==> src/rtl/systolic_seq_ctrl.sv <==
// Sequencer for an N x N systolic matmul: operand fetch, edge skew, init wavefronts, result drain.
// Optional drain watchdog is built when SYS_SEQ_CTRL_WATCHDOG_EN is defined.
module systolic_seq_ctrl #(
  parameter int D_W    = 8,
  parameter int N      = 4,
  parameter int K_MAX  = 256,
  parameter int AW     = 8,
  parameter int TO_CYC = 1024
) (
  input  logic                         clk,
  input  logic                         rst,
  input  logic                         start,
  input  logic [$clog2(K_MAX+1)-1:0]   k_len,
  output logic                         rd_en,
  output logic [AW-1:0]                a_addr,
  output logic [AW-1:0]                b_addr,
  input  logic [N*D_W-1:0]             a_rd_data,
  input  logic [N*D_W-1:0]             b_rd_data,
  output logic [N*D_W-1:0]             a_edge,
  output logic [N*D_W-1:0]             b_edge,
  output logic [N*N-1:0]               init_vec,
  input  logic [N-1:0]                 res_valid,
  output logic                         busy,
  output logic                         done,
  output logic                         err
);
  localparam int KW = $clog2(K_MAX+1);
  localparam int YW = KW + 1;
  localparam int CW = $clog2(N*N+1);
  localparam int NS = 2*N - 1;

  typedef enum logic [1:0] {IDLE, FETCH, DRAIN, DONE} state_t;

  state_t          state_q;
  logic [KW-1:0]   k_q, fcnt_q;
  logic [YW-1:0]   cyc_q;
  logic [CW-1:0]   rcnt_q;
  logic            rd_en_q, rvld_q, busy_q, done_q;
  logic [NS-1:0]   wave_q;

  logic [CW-1:0]   pop_d;
  logic [CW:0]     rsum_d;
  logic [CW-1:0]   rcnt_d;
  logic            armed_d, inj_d, full_d;

`ifdef SYS_SEQ_CTRL_WATCHDOG_EN
  localparam int WW = $clog2(TO_CYC+1);
  logic [WW-1:0]   wd_q;
  logic            err_q;
  assign err = err_q;
`else
  assign err = 1'b0;
`endif

  // cyc_q equals the cycle index after accept; results count only from the flush wavefront on.
  always_comb begin
    pop_d = '0;
    for (int i = 0; i < N; i++) pop_d = pop_d + CW'(res_valid[i]);
    rsum_d  = {1'b0, rcnt_q} + {1'b0, pop_d};
    rcnt_d  = (rsum_d >= (CW+1)'(N*N)) ? CW'(N*N) : rsum_d[CW-1:0];
    full_d  = (rcnt_d == CW'(N*N));
    armed_d = (cyc_q >= ({1'b0, k_q} + YW'(3)));
    inj_d   = ((state_q == FETCH) || (state_q == DRAIN)) &&
              ((cyc_q == YW'(2)) || (cyc_q == ({1'b0, k_q} + YW'(2))));
  end

  always_ff @(posedge clk or negedge rst) begin
    if (!rst) begin
      state_q <= IDLE;
      k_q     <= '0;
      fcnt_q  <= '0;
      cyc_q   <= '0;
      rcnt_q  <= '0;
      rd_en_q <= 1'b0;
      busy_q  <= 1'b0;
      done_q  <= 1'b0;
`ifdef SYS_SEQ_CTRL_WATCHDOG_EN
      wd_q    <= '0;
      err_q   <= 1'b0;
`endif
    end else begin
      done_q <= 1'b0;
`ifdef SYS_SEQ_CTRL_WATCHDOG_EN
      err_q  <= 1'b0;
`endif
      if ((state_q == FETCH || state_q == DRAIN) && cyc_q != '1) cyc_q <= cyc_q + YW'(1);
      case (state_q)
        IDLE: if (start) begin
          k_q    <= k_len;
          fcnt_q <= '0;
          rcnt_q <= '0;
          cyc_q  <= YW'(1);
          busy_q <= 1'b1;
`ifdef SYS_SEQ_CTRL_WATCHDOG_EN
          wd_q   <= '0;
`endif
          if (k_len != '0) begin
            state_q <= FETCH;
            rd_en_q <= 1'b1;
          end else begin
            state_q <= DONE;
            done_q  <= 1'b1;
          end
        end
        FETCH: begin
          if (fcnt_q == k_q - KW'(1)) begin
            rd_en_q <= 1'b0;
            fcnt_q  <= '0;
            state_q <= DRAIN;
          end else begin
            fcnt_q <= fcnt_q + KW'(1);
          end
        end
        DRAIN: begin
          if (armed_d) rcnt_q <= rcnt_d;
`ifdef SYS_SEQ_CTRL_WATCHDOG_EN
          if (err_q || (armed_d && full_d)) begin
            state_q <= DONE;
            done_q  <= 1'b1;
          end else if (|res_valid) begin
            wd_q <= '0;
          end else begin
            wd_q <= wd_q + WW'(1);
            if (wd_q == WW'(TO_CYC-1)) err_q <= 1'b1;
          end
`else
          if (armed_d && full_d) begin
            state_q <= DONE;
            done_q  <= 1'b1;
          end
`endif
        end
        DONE: begin
          state_q <= IDLE;
          busy_q  <= 1'b0;
          cyc_q   <= '0;
        end
        default: state_q <= IDLE;
      endcase
    end
  end

  // Zeroing the capture outside the read window gives zero operands during the flush.
  always_ff @(posedge clk or negedge rst) begin
    if (!rst) begin
      rvld_q <= 1'b0;
      wave_q <= '0;
    end else begin
      rvld_q <= rd_en_q;
      wave_q <= {wave_q[NS-2:0], inj_d};
    end
  end

  generate
    for (genvar gi = 0; gi < N; gi++) begin : g_lane
      logic [D_W-1:0] a_dly_q [0:gi];
      logic [D_W-1:0] b_dly_q [0:gi];
      always_ff @(posedge clk or negedge rst) begin
        if (!rst) begin
          for (int s = 0; s <= gi; s++) begin
            a_dly_q[s] <= '0;
            b_dly_q[s] <= '0;
          end
        end else begin
          a_dly_q[0] <= rvld_q ? a_rd_data[gi*D_W +: D_W] : '0;
          b_dly_q[0] <= rvld_q ? b_rd_data[gi*D_W +: D_W] : '0;
          for (int s = 1; s <= gi; s++) begin
            a_dly_q[s] <= a_dly_q[s-1];
            b_dly_q[s] <= b_dly_q[s-1];
          end
        end
      end
      assign a_edge[gi*D_W +: D_W] = a_dly_q[gi];
      assign b_edge[gi*D_W +: D_W] = b_dly_q[gi];
      for (genvar gj = 0; gj < N; gj++) begin : g_col
        assign init_vec[gi*N+gj] = wave_q[gi+gj];
      end
    end
  endgenerate

  assign rd_en  = rd_en_q;
  assign a_addr = AW'(fcnt_q);
  assign b_addr = AW'(fcnt_q);
  assign busy   = busy_q;
  assign done   = done_q;

endmodule

==> config.mk <==
export PLATFORM = sky130hd
export DESIGN_NAME = systolic_seq_ctrl
export DESIGN_NICKNAME = d
export VERILOG_FILES = /design/src/rtl/systolic_seq_ctrl.sv
export SDC_FILE = /design/constraint.sdc
export NUM_CORES = 1
export LEC_CHECK = 0
export CORE_ASPECT_RATIO = 1.2
export CORE_UTILIZATION = 39
export CTS_CLUSTER_DIAMETER = 30
export CTS_CLUSTER_SIZE = 8
export DETAILED_ROUTE_END_ITERATION = 10
export GPL_TIMING_DRIVEN = 0
export PLACE_DENSITY_LB_ADDON = 0.12
export RECOVER_POWER = 100
export SLEW_MARGIN = 0
export SYNTH_ARGS = -nofsm -noshare
export SYNTH_HDL_FRONTEND = slang
export SYNTH_SLANG_ARGS = --single-unit
==> constraint.sdc <==
create_clock -name clk -period 8.5 [get_ports clk]
set_input_delay 2.55 -clock clk [delete_from_list [all_inputs] [get_ports clk]]
set_output_delay 2.55 -clock clk [all_outputs]
set_load 0.03 [all_outputs]
==> run summary, run 1 <==
The run finished, with violations left. The final reports fail on max-capacitance violations, max-slew violations. For the initial antenna violation count, the log shows 2.

The floorplan has 57 rows. The cell type of the slowest stage on the worst timing path was sky130_fd_sc_hd__clkbuf_1. The initial utilization of the core area, before any placement, comes to 40.34%. Once the clock tree was built, the resizer swapped 0 gates to a different size. The signal on the critical path passes through clkbuf_1. Power spread over the standard cell area amounts to 308.3 nW/um^2. Timing would allow up to 169.2 MHz.

The largest stage delay on the critical path is 2.92 ns. The logs give 5.271 nW for the cell leakage power and 1.073 mW for the switching power of the nets. The CTS sink count came out at 206. The wire length after detailed routing was 16590 um; the count of unresolved DRC violations after routing was 0. No sink is reached through more buffers than the 3 on the longest clock path.

Total global routing track utilization: 15.88%. The post-synthesis average cell area is 12.59 um^2. The kind of cell with the highest combined delay on the critical path was buffers and inverters. After clock tree synthesis, the setup repair step added 0 buffers. STA classifies the critical path startpoint as an input pin. TritonCTS built the clock tree.

The clock root buffer is sky130_fd_sc_hd__clkbuf_16. Routability-driven placement finished with a final weighted congestion of 0.8243. In this run, synthesis inferred 0 flip-flops with an integrated enable. The net count of the finished layout is 983.

The H-tree was split into 2 levels. The tools report the total of max-cap violations as 1. Summing all non-filler instances in the final layout gives an area of 11700 um^2. Setup violations remaining at the end of the flow were counted as 0. The run gives 3.608 mW as the power after layout. In this run the vertical extent of the chip is 161.4 um. The worst slack at placement was 2.617 ns; the CTS clock-pin slew for the worst setup and hold paths was 0.04 ns.

The total count of max-transition violations in the final report came out at 77. The tools report the final-report hold violation count as 0. Worst hold path class: flip-flop to flip-flop.

The share of async-settable or async-resettable flops after synthesis works out to 100.0%. The worst pin sits at a relative slew slack of -180.6%. For this design, the CTS-stage hold fixing added 0 buffers. The number of nets handed over by synthesis was 761. The buffering stage count on the worst path with inverters included is 1, and the die outline area is 21760 um^2. The number of buffers created by CTS was 41. The global-route congestion overflow total is 0. The data arrival time of the worst path was 5.51 ns; the switching part of the total power was 29.74%.

Summing every instance area after synthesis gives 8257 um^2. Primary flip-flop cell chosen by synthesis mapping: sky130_fd_sc_hd__dfrtp_1. The detailed router placed 5409 vias in this run. The via count normalized by instance count is 4.639, and the count of boundary I/O pins is 180. The number of distinct standard cells referenced by the synthesized netlist was 61; the layout filler cell count was 1631.

The final setup skew is 0.01123 ns. The smallest clock period supported by the final layout is computed as 5.909 ns. The synthesized design contains 206 register bits. The synthesis-to-layout area growth is 41.75%, and the fraction of final layout cells with drive strength greater than 1 is 18.02%.

The critical path data required time is 8.10 ns, and the area inside the core boundary is 20470 um^2. Cells fill 57.18% of the core in the end. The count of nets left with antenna violations once routing finished came out at 0. The cell count after synthesis came out at 656. Entering global routing, the biggest net connects 131 pins.

The tools report the number of global-route vias before repair as 5647. Of the total power, combinational logic draws 26.2%. Setup repair after global routing left no endpoint under its margin. Die width: 134.8 um.

The nature of the critical path endpoint was an asynchronous set/reset pin. Of all nets on the critical path, the largest fanout is 77. Of the synthesized area, sequential elements account for 62.43%.

The first-pass GRT wire length came out at 27520 um. The number of port buffers came out at 178. The detailed router finished its first iteration with 141 violations.

The tools report the power share of the sequential group as 32.3%. After legalization and detailed placement, the total HPWL measured 11710 um. The critical path in this run is classified as input pin to asynchronous set/reset pin.

Final clock period utilization by the worst path: 69.51%. The worst-case IR drop observed on VDD is 0.2128 mV. The transition at the pin with the smallest max-transition slack is 4.209 ns, and the part of the power in the clock network is 41.5%.

The logs give 0.49 ns for the clock insertion delay at the later pin of the skew report and 0 for the total of warnings raised by yosys. For flop-to-flop paths, the worst setup slack is 5.19 ns. The run gives 4 as the first-pass iteration count of the detailed router. Hold timing on the final database bottoms out at a slack of 0.3414 ns. Once placement finished, the instance area stood at 10400 um^2. The tools report the least setup slack across all paths after layout as 2.591 ns. In the final routed layout, each cell accounts on average for 14.23 um. The internal portion of the total power is 2.535 mW.
[through the flow]
stage | setup TNS (ns) | cells
2_1_floorplan | 0 | 656
3_5_place_dp | 0 | 1100
6_report | 0 | 1166
4_1_cts | 0 | 1164
3_3_place_gp | -672.90 | 1099
5_1_grt | 0 | 1166
[placed cells by master, fill, tap and decap left out, drive strengths merged, types with 10 or more instances in the layout]
cell type / instances
xnor2: 16
nand2: 29
clkbuf: 67
ha: 22
buf: 80
dfrtp: 206
xor2: 18
nor3: 13
nor2: 26
dlygate4sd3: 131
clkdlybuf4s50: 46
nand3: 11
o21ai: 18
a21oi: 17
and2: 65
mux2: 10
clkinv: 10
inv: 19
[path summary, 6_finish.rpt]
check / startpoint / to / cells after the start
max: rst / k_q[5]$_DFFE_PN0P_ / 1
max reg2reg: k_q[2]$_DFFE_PN0P_ / rcnt_q[2]$_DFFE_PN0P_ / 12
min reg2reg: g_lane[1].a_dly_q[9]$_DFF_PN0_ / a_edge[9]$_DFF_PN0_ / 0
min in group asynchronous: rst / g_lane[2].b_dly_q[12]$_DFF_PN0_ / 1
min: g_lane[1].a_dly_q[9]$_DFF_PN0_ / a_edge[9]$_DFF_PN0_ / 0
max in group clk: res_valid[0] / state_q[0]$_DFFE_PN0P_ / 11
[cells by family after synthesis]
group	after synthesis	share of synthesized area [%]
XOR/XNOR	34	3.607
AND/OR/NAND/NOR	184	12.44
flip-flops	206	62.43
adder cells (fa/ha/maj)	25	4.061
other	1	0.04542
multiplexers	14	1.849
buffers and inverters	116	9.183
AO/OA/AOI/OAI	76	6.380
[Yosys cell counts (all sizes together) (3+ instances only)]
cell	count	share of area (%)
a211oi	8	0.79
a21oi	17	1.0
a221oi	3	0.32
and2	65	4.9
and3	4	0.30
and4	3	0.33
buf	79	7.3
clkbuf	18	1.1
dfrtp	206	62
fa	3	0.73
ha	22	3.3
inv	19	0.86
mux2	10	1.4
mux2i	4	0.48
nand2	29	1.3
nand2b	6	0.55
nand3	11	0.67
nand4	4	0.30
nor2	26	1.2
nor2b	3	0.23
nor3	13	0.79
nor4	5	0.38
o211ai	4	0.36
o21ai	18	1.1
o31ai	6	0.71
or4	5	0.50
xnor2	16	1.7
xor2	18	1.9
[power by group through the flow]
stage | logic [mW] | registers (mW) | clock network, mW
floorplan | 0.639 | 1.20 | 0
global placement | 0.950 | 1.18 | 0
detailed placement | 0.977 | 1.18 | 0
CTS | 0.982 | 1.17 | 1.53
global route | 1.04 | 1.18 | 1.58
finish | 0.945 | 1.17 | 1.50
[layer usage]
metal  track usage [%]  vias up  wire [um]
li1                  -     2568          -
met1             18.77     2656       6670
met2             27.88      146       8702
met3             3.045       39        715
met4             7.048        0        503
met5                 0        -          0
[area by class of cell]
class / instances / area [um^2] / area share (%)
Antenna cell: 2 / 5.005 / 0.04276
Clock inverter: 16 / 203.9 / 1.743
Inverter: 19 / 71.32 / 0.6094
Sequential cell: 206 / 5155 / 44.05
Tap cell: 265 / 331.6 / 2.833
Buffer: 97 / 686.9 / 5.869
Multi-Input combinational cell: 334 / 2344 / 20.02
Timing Repair Buffer: 179 / 1803 / 15.41
Clock buffer: 48 / 1104 / 9.429
[registers in the layout (all words and copies together), names as in the netlist]
| register | cells |
|---|---|
| a_edge | 24 |
| b_edge | 24 |
| busy | 1 |
| cyc_q | 10 |
| done | 1 |
| fcnt_q | 9 |
| g_lane.a_dly_q | 56 |
| g_lane.b_dly_q | 56 |
| k_q | 9 |
| rcnt_q | 5 |
| rd_en | 1 |
| rvld_q | 1 |
| state_q | 2 |
| wave_q | 7 |
No activity file was read; power rests on OpenSTA's default activity.
==> run 2, diff against run 1 <==
clock period = 5.85 ns   (was 8.5 ns; I/O delays follow)
==> run 2 against run 1 <==
Effect of this change:
- the flow now finishes without violations
- clock-buffer cell count did not move
- clock skew fell by 0.0014 ns
- first-iteration DRC count is 0.71% lower
- critical path type is now input pin to flip-flop
- total power rose by 45%
- largest power group unchanged
- utilization hardly changed
==> run summary, run 2 (same netlist as run 1, synthesis figures left out) <==
The largest stage delay on the critical path is 0.56 ns (-2.36 ns). For the area inside the core boundary, the log shows 20470 um^2 (unchanged). Global-route congestion overflow total: 0 (unchanged). The initial antenna violation count came out at 2 (unchanged). The clock root buffer was sky130_fd_sc_hd__clkbuf_16. The part of the power in the clock network is 41.6% (about the same). The CTS clock-pin slew for the worst setup and hold paths is 0.04 ns (about the same).

The data arrival time of the worst path was 5.11 ns (-0.40 ns); the synthesis-to-layout area growth was 41.63% (about the same). The library cells used most frequently in the layout, excluding fill and tap cells, are sky130_fd_sc_hd__dfrtp_1, sky130_fd_sc_hd__dlygate4sd3_1, sky130_fd_sc_hd__buf_4, sky130_fd_sc_hd__clkdlybuf4s50_1, sky130_fd_sc_hd__clkbuf_16. The wire length after detailed routing was 16630 um (+0.21%). For the first-pass GRT wire length, the log shows 27520 um (unchanged).

The total number of H-tree levels was 2 (unchanged); the number of global-route vias before repair was 5647 (unchanged). The worst setup path is captured at a flip-flop. The critical path data required time came out at 6.25 ns (-1.85 ns). The tools report the cell leakage power as 5.270 nW (about the same).

The final setup skew was 0.009843 ns (-0.001384 ns). The via count normalized by instance count is 4.666 (+0.59%). Type of the worst setup path: input pin to flip-flop.

The power per cell area was 447.4 nW/um^2 (+45%). The total count of max-transition violations in the final report was 0 (-100%). TritonCTS built the clock tree. The number of placement rows came out at 57 (unchanged). The average routed wire per standard cell came out at 14.26 um (+0.21%). The number of buffers on the longest clock path was 3 (unchanged).

The run finished with clean final reports. For the total number of nets in the final design, the log shows 983 (unchanged). The post-CTS setup-driven buffer insertion count is 0 (unchanged), and the count of boundary I/O pins is 180 (unchanged). The run gives 41 (unchanged) as the number of buffers created by CTS. The final-report hold violation count was 0 (unchanged).

In the final layout, the registers with the most flip-flops are g_lane.a_dly_q: 56 flops, g_lane.b_dly_q: 56 flops. The leading cell type in the layout, fill and taps excluded was sky130_fd_sc_hd__dfrtp_1. The post-detailed-route count of antenna-violating nets came out at 0 (unchanged). Worst slack at placement: 0.7620 ns (-1.855 ns). Cell type of the slowest stage on the worst timing path: sky130_fd_sc_hd__dlygate4sd3_1. The transition at the pin with the smallest max-transition slack came out at 1.251 ns (-2.958 ns). The time the worst path needs with I/O delays and setup came out at 4.712 ns. The number of port buffers is 178 (unchanged). The worst setup path is launched from an input pin. The logs give 26.1% (about the same) for the logic gate share of total power and 40.34% (unchanged) for the effective utilization at floorplan. The number of setup violations in the final report came out at 0 (unchanged).

The least setup slack across all paths after layout was 1.138 ns (-1.453 ns). Setup repair after global routing left no endpoint under its margin. The layout filler cell count is 1635 (+0.25%).

The logs give 0 (unchanged) for the post-cts resize count and 21760 um^2 (unchanged) for the die outline area. First-pass iteration count of the detailed router: 4 (unchanged). Top fanout value on the critical path: 4 (-95%). The worst hold path class was flip-flop to flip-flop.

The slack of the worst reg-to-reg path was 2.39 ns (-2.80 ns). The pin count of the biggest net entering global routing is 131 (unchanged), and the switching power of the nets is 1.554 mW (+45%). The relative slew slack came out at 15.88% (+200 points). Die width: 134.8 um (unchanged). Detailed-placement wirelength estimate: 11710 um (unchanged).

The tools report the last weighted congestion value of the routability-driven placer as 0.8243 (unchanged). The die height is 161.4 um (unchanged). The tools report the number of buffers inserted for hold repair after clock tree synthesis as 0 (unchanged). The logs give 5441 (+0.59%) for the via count of the routed design and 3.678 mW (+45%) for the internal power component.

The run gives 0 (-1) as the total of max-cap violations. The first-iteration detailed-routing DRC count is 140 (-0.71%), and the count of unresolved DRC violations after routing is 0 (unchanged). Total global routing track utilization: 15.88% (unchanged). The switching part of the total power was 29.71% (-0.036 points). Most prevalent standard cell on the critical path: sky130_fd_sc_hd__fa_1. Power share of the sequential group: 32.4% (about the same). The logs give 0.3087 mV (+45%) for the worst IR drop on VDD and 212.2 MHz for the maximum clock frequency. The CTS sink count is 206 (unchanged), and the clock insertion delay at the later pin of the skew report is 0.49 ns (about the same). The fraction of final layout cells with drive strength greater than 1 works out to 17.91% (-0.11 points).

The worst path uses 80.54% of the clock period. The summed negative setup slack over all endpoints was 0 ns (unchanged). The signal on the critical path passes through dlygate4sd3_1 > fa_1 > inv_1 > fa_1 > fa_1 > and3b_1 > nor2_1 > o21a_1 > a211o_1 > a221o_1 > a211oi_1.
run 2: cell count changes in the layout (fill, tap and decap cells not counted), sizes merged:
| cell | before | now |
|---|---|---|
| buf | 80 | 81 |
| clkbuf | 67 | 66 |
run 2: path summary, 6_finish.rpt:
kind,to,startpoint,depth (start not counted)
min in group asynchronous,g_lane[2].b_dly_q[12]$_DFF_PN0_,rst,1
setup / recovery,state_q[0]$_DFFE_PN0P_,res_valid[0],11
hold reg to reg,a_edge[9]$_DFF_PN0_,g_lane[1].a_dly_q[9]$_DFF_PN0_,0
setup reg to reg,fcnt_q[7]$_DFFE_PN0P_,k_q[1]$_DFFE_PN0P_,8
hold / removal,a_edge[9]$_DFF_PN0_,g_lane[1].a_dly_q[9]$_DFF_PN0_,0
max in group asynchronous,b_edge[14]$_DFF_PN0_,rst,2
run 2: worst max-delay path, delay by kind of cell:
family / cells / cell delay (ns)
fa+ha+maj: 3 / 1.35
simple gates: 2 / 0.31
compound gates: 4 / 1.09
buf+inv: 2 / 0.61
run 2: stage by stage:
stage	instance area [um^2]	cells	hold slack (ns)	util [%]	power (mW)
final	11690	1166	0.3414	57.13	5.232
after global routing	11690	1166	0.3462	57.13	5.511
after CTS	11710	1164	0.3428	57.21	5.355
after detailed placement	10400	1100	0.3347	50.82	3.137
after global placement	10370	1099	0.3313	50.66	3.090
after floorplan	8257	656	0.3312	-	2.669
run 2: area by class of cell:
class / instances / area [um^2] / share of cell area [%]
flip-flops and latches: 206 / 5155 / 44.08
clock buffers: 48 / 1104 / 9.437
inverters: 19 / 71.32 / 0.6099
multi-input cells: 334 / 2322 / 19.86
clock inverters: 16 / 203.9 / 1.744
diodes: 2 / 5.005 / 0.04280
repair buffers: 179 / 1814 / 15.51
plain buffers: 97 / 686.9 / 5.874
well taps: 265 / 331.6 / 2.835
run 2: power groups by stage:
| stage | clock network, mW | logic, mW | registers, mW |
|---|---|---|---|
| after floorplan | 0 | 0.928 | 1.74 |
| after global placement | 0 | 1.38 | 1.71 |
| after detailed placement | 0 | 1.42 | 1.72 |
| after CTS | 2.23 | 1.43 | 1.70 |
| after global routing | 2.30 | 1.50 | 1.71 |
| final | 2.17 | 1.36 | 1.69 |
run 2: routing by layer:
layer  wire [um]  track usage [%]  up-vias
met2        8710            27.88      150
met1        6690            18.77     2680
met3         721            3.045       38
li1            -                -     2573
met4         504            7.048        0
met5           0                0        -
==> run 3, diff against run 2 <==
clock period = 4.6 ns   (was 5.85 ns; I/O delays follow)
==> run 3 against run 2 <==
Effect of this change:
- the run now ends with max-capacitance violations, max-slew violations left
- via count hardly changed
- total power up 27%
- die area did not move
- sequential share of layout area barely moved
- combinational power is 27% higher
- first-iteration DRC count unchanged
- cell count unchanged
- highest routed layer unchanged
- global-route usage unchanged
- clock power increased by 27%
- critical path type unchanged
==> run summary, run 3 (same netlist as run 1, synthesis figures left out) <==
The logs give 57 (unchanged) for the number of placement rows and 1 (+1) for the total of max-cap violations. Post-CTS setup-driven buffer insertion count: 0 (unchanged). The tools report the worst slack at placement as -0.1130 ns (-0.8750 ns).

The initial antenna violation count is 2 (unchanged). In the final layout, the registers with the most flip-flops are g_lane.a_dly_q: 56 flops, g_lane.b_dly_q: 56 flops. The logs give 140 (unchanged) for the first-iteration detailed-routing DRC count and 27520 um (unchanged) for the first-pass GRT wire length. Count of boundary I/O pins: 180 (unchanged).

In this run the critical register-to-register path is captured at fcnt_q[7]$_DFFE_PN0P_. The checks that failed: max-capacitance violations, max-slew violations. The die height came out at 161.4 um (unchanged).

The logs give 1636 (+0.061%) for the layout filler cell count and 131 (unchanged) for the pin count of the biggest net entering global routing. The top fanout value on the critical path is 4 (unchanged), and the total number of H-tree levels is 2 (unchanged). The number of setup violations in the final report is 0 (unchanged), and the data arrival time of the worst path is 4.60 ns (-0.51 ns). The CTS clock-pin slew for the worst setup and hold paths was 0.04 ns (about the same); the instance count along the most critical hold path was 0 (unchanged). Power per cell area: 569.5 nW/um^2 (+27%). The tools report the first-pass iteration count of the detailed router as 4 (unchanged). The CTS sink count is 206 (unchanged), and the transition at the pin with the smallest max-transition slack is 1.972 ns (+0.7207 ns). The run finished, with violations left.

The total number of nets in the final design was 983 (unchanged). TritonCTS built the clock tree. The worst hold path begins at g_lane[1].a_dly_q[9]$_DFF_PN0_. The logs give 5.266 nW (about the same) for the cell leakage power and 0.3926 mV (+27%) for the worst IR drop on VDD. For the via count of the routed design, the log shows 5442 (+0.018%). Setup repair after global routing left no endpoint under its margin. The tools report the summed negative setup slack over all endpoints as 0 ns (unchanged).

The count of unresolved DRC violations after routing is 0 (unchanged), and the number of global-route vias before repair is 5647 (unchanged). In the layout the commonest cells are sky130_fd_sc_hd__dfrtp_1, sky130_fd_sc_hd__dlygate4sd3_1, sky130_fd_sc_hd__buf_4, sky130_fd_sc_hd__clkdlybuf4s50_1, sky130_fd_sc_hd__clkbuf_16. The tools report the critical path data required time as 5.00 ns (-1.25 ns).

The critical path goes through clkdlybuf4s50_1 > fa_1 > inv_1 > fa_1 > fa_1 > and3b_1 > nor2_1 > o21a_1 > a211o_1 > a221o_1 > a211oi_1. The number of port buffers was 178 (unchanged). The fraction of final layout cells with drive strength greater than 1 is 17.91% (unchanged), and the clock insertion delay at the later pin of the skew report is 0.49 ns (about the same).

The logs give 40.34% (unchanged) for the effective utilization at floorplan and 0 (unchanged) for the number of buffers inserted for hold repair after clock tree synthesis. The critical path launch point type was an input pin. Based on the critical path, the design can be clocked at up to 237.7 MHz. The relative slew slack is -31.45% (-47 points), and the number of buffers on the longest clock path is 3 (unchanged). Among all stages on the critical path, the largest delay is contributed by sky130_fd_sc_hd__fa_1. The largest stage delay on the critical path was 0.54 ns (-0.02 ns); the die outline area was 21760 um^2 (unchanged). The average routed wire per standard cell is 14.26 um (about the same). The worst setup path is of the input pin to flip-flop kind. The last weighted congestion value of the routability-driven placer was 0.8243 (unchanged). The run gives 77 (+77) as the total count of max-transition violations in the final report.

The area inside the core boundary is 20470 um^2 (unchanged), and the die width is 134.8 um (unchanged). The time the worst path needs with I/O delays and setup was 4.206 ns; the post-detailed-route count of antenna-violating nets was 0 (unchanged). The tools report the clock root buffer as sky130_fd_sc_hd__clkbuf_16.

For the global-route congestion overflow total, the log shows 0 (unchanged). The run gives 15.88% (unchanged) as the total global routing track utilization. The worst setup path is captured at a flip-flop.

The tools report the wire length after detailed routing as 16620 um (about the same). The slack of the worst reg-to-reg path is 1.14 ns (-1.25 ns), and the detailed-placement wirelength estimate is 11710 um (unchanged). Final setup skew: 0.009843 ns (unchanged). Most prevalent standard cell on the critical path: sky130_fd_sc_hd__fa_1. The post-cts resize count came out at 0 (unchanged). The startpoint identified for the worst register-to-register timing path is k_q[1]$_DFFE_PN0P_. Worst hold path class: flip-flop to flip-flop. The final clock period utilization by the worst path is 91.44%.

Leaving out fill and tap cells, the most frequent cell in the layout is sky130_fd_sc_hd__dfrtp_1. Via count normalized by instance count: 4.667 (about the same). The number of buffers created by CTS came out at 41 (unchanged).

The worst hold path terminates at a_edge[9]$_DFF_PN0_. The final-report hold violation count was 0 (unchanged); the worst reg2reg path depth was 8 (unchanged). The synthesis-to-layout area growth was 41.51% (about the same); the least setup slack across all paths after layout was 0.3936 ns (-0.7448 ns).
-- run 3: changes by cell type in the layout (fill, tap and decap cells not counted), sizes merged --
| cell | previous run | this run |
|---|---|---|
| clkdlybuf4s50 | 46 | 48 |
| dlygate4sd3 | 131 | 129 |
| buf | 81 | 80 |
| clkbuf | 66 | 67 |
-- run 3: worst max path at each step --
stage                  from                         endpoint  slack, ns  depth (start not counted)
2_1_floorplan  res_valid[0]           state_q[0]$_DFFE_PN0P_       0.53                         10
5_1_grt        res_valid[0]           state_q[0]$_DFFE_PN0P_       0.19                         11
4_1_cts        res_valid[0]           state_q[0]$_DFFE_PN0P_       0.41                         11
3_5_place_dp   res_valid[0]           state_q[0]$_DFFE_PN0P_      -0.11                         11
3_3_place_gp            rst  g_lane[1].a_dly_q[15]$_DFF_PN0_      -6.02                          1
6_report       res_valid[0]           state_q[0]$_DFFE_PN0P_       0.39                         11
-- run 3: final cells by class --
| class | count | area [um^2] | area share, % |
|---|---|---|---|
| Sequential cell | 206 | 5155 | 44.12 |
| Clock buffer | 48 | 1104 | 9.445 |
| Multi-Input combinational cell | 334 | 2322 | 19.88 |
| Tap cell | 265 | 331.6 | 2.838 |
| Clock inverter | 16 | 203.9 | 1.746 |
| Antenna cell | 2 | 5.005 | 0.04284 |
| Timing Repair Buffer | 179 | 1804 | 15.44 |
| Buffer | 97 | 686.9 | 5.879 |
| Inverter | 19 | 71.32 | 0.6104 |
-- run 3: power breakdown --
group          switching (mW)  internal (mW)  total (mW)
clock                   0.859           1.91        2.76
combinational           0.976          0.758        1.73
sequential              0.142           2.01        2.15
total                    1.98           4.68        6.65
-- run 3: worst max-delay path, delay by kind of cell --
family | cells | cell delay, ns
fa+ha+maj | 3 | 1.35
compound gates | 4 | 1.09
buf+inv | 2 | 0.48
simple gates | 2 | 0.31
-- run 3: per-layer routing --
metal / part of all wire [%] / GRT usage, %
met4: 3.0 / 7.048
met1: 40 / 18.77
met3: 4.3 / 3.045
met2: 52 / 27.88
met5: 0 / 0
-- run 3: metrics by stage --
| step | cell area (um^2) | utilization, % | power, mW | hold WS, ns | instances |
|---|---|---|---|---|---|
| after floorplan | 8257 | - | 3.395 | 0.3312 | 656 |
| after global placement | 10370 | 50.66 | 3.930 | 0.3313 | 1099 |
| after detailed placement | 10400 | 50.82 | 3.989 | 0.3347 | 1100 |
| after CTS | 11710 | 57.21 | 6.810 | 0.3428 | 1164 |
| after global routing | 11680 | 57.08 | 7.009 | 0.3462 | 1166 |
| final | 11680 | 57.08 | 6.653 | 0.3414 | 1166 |
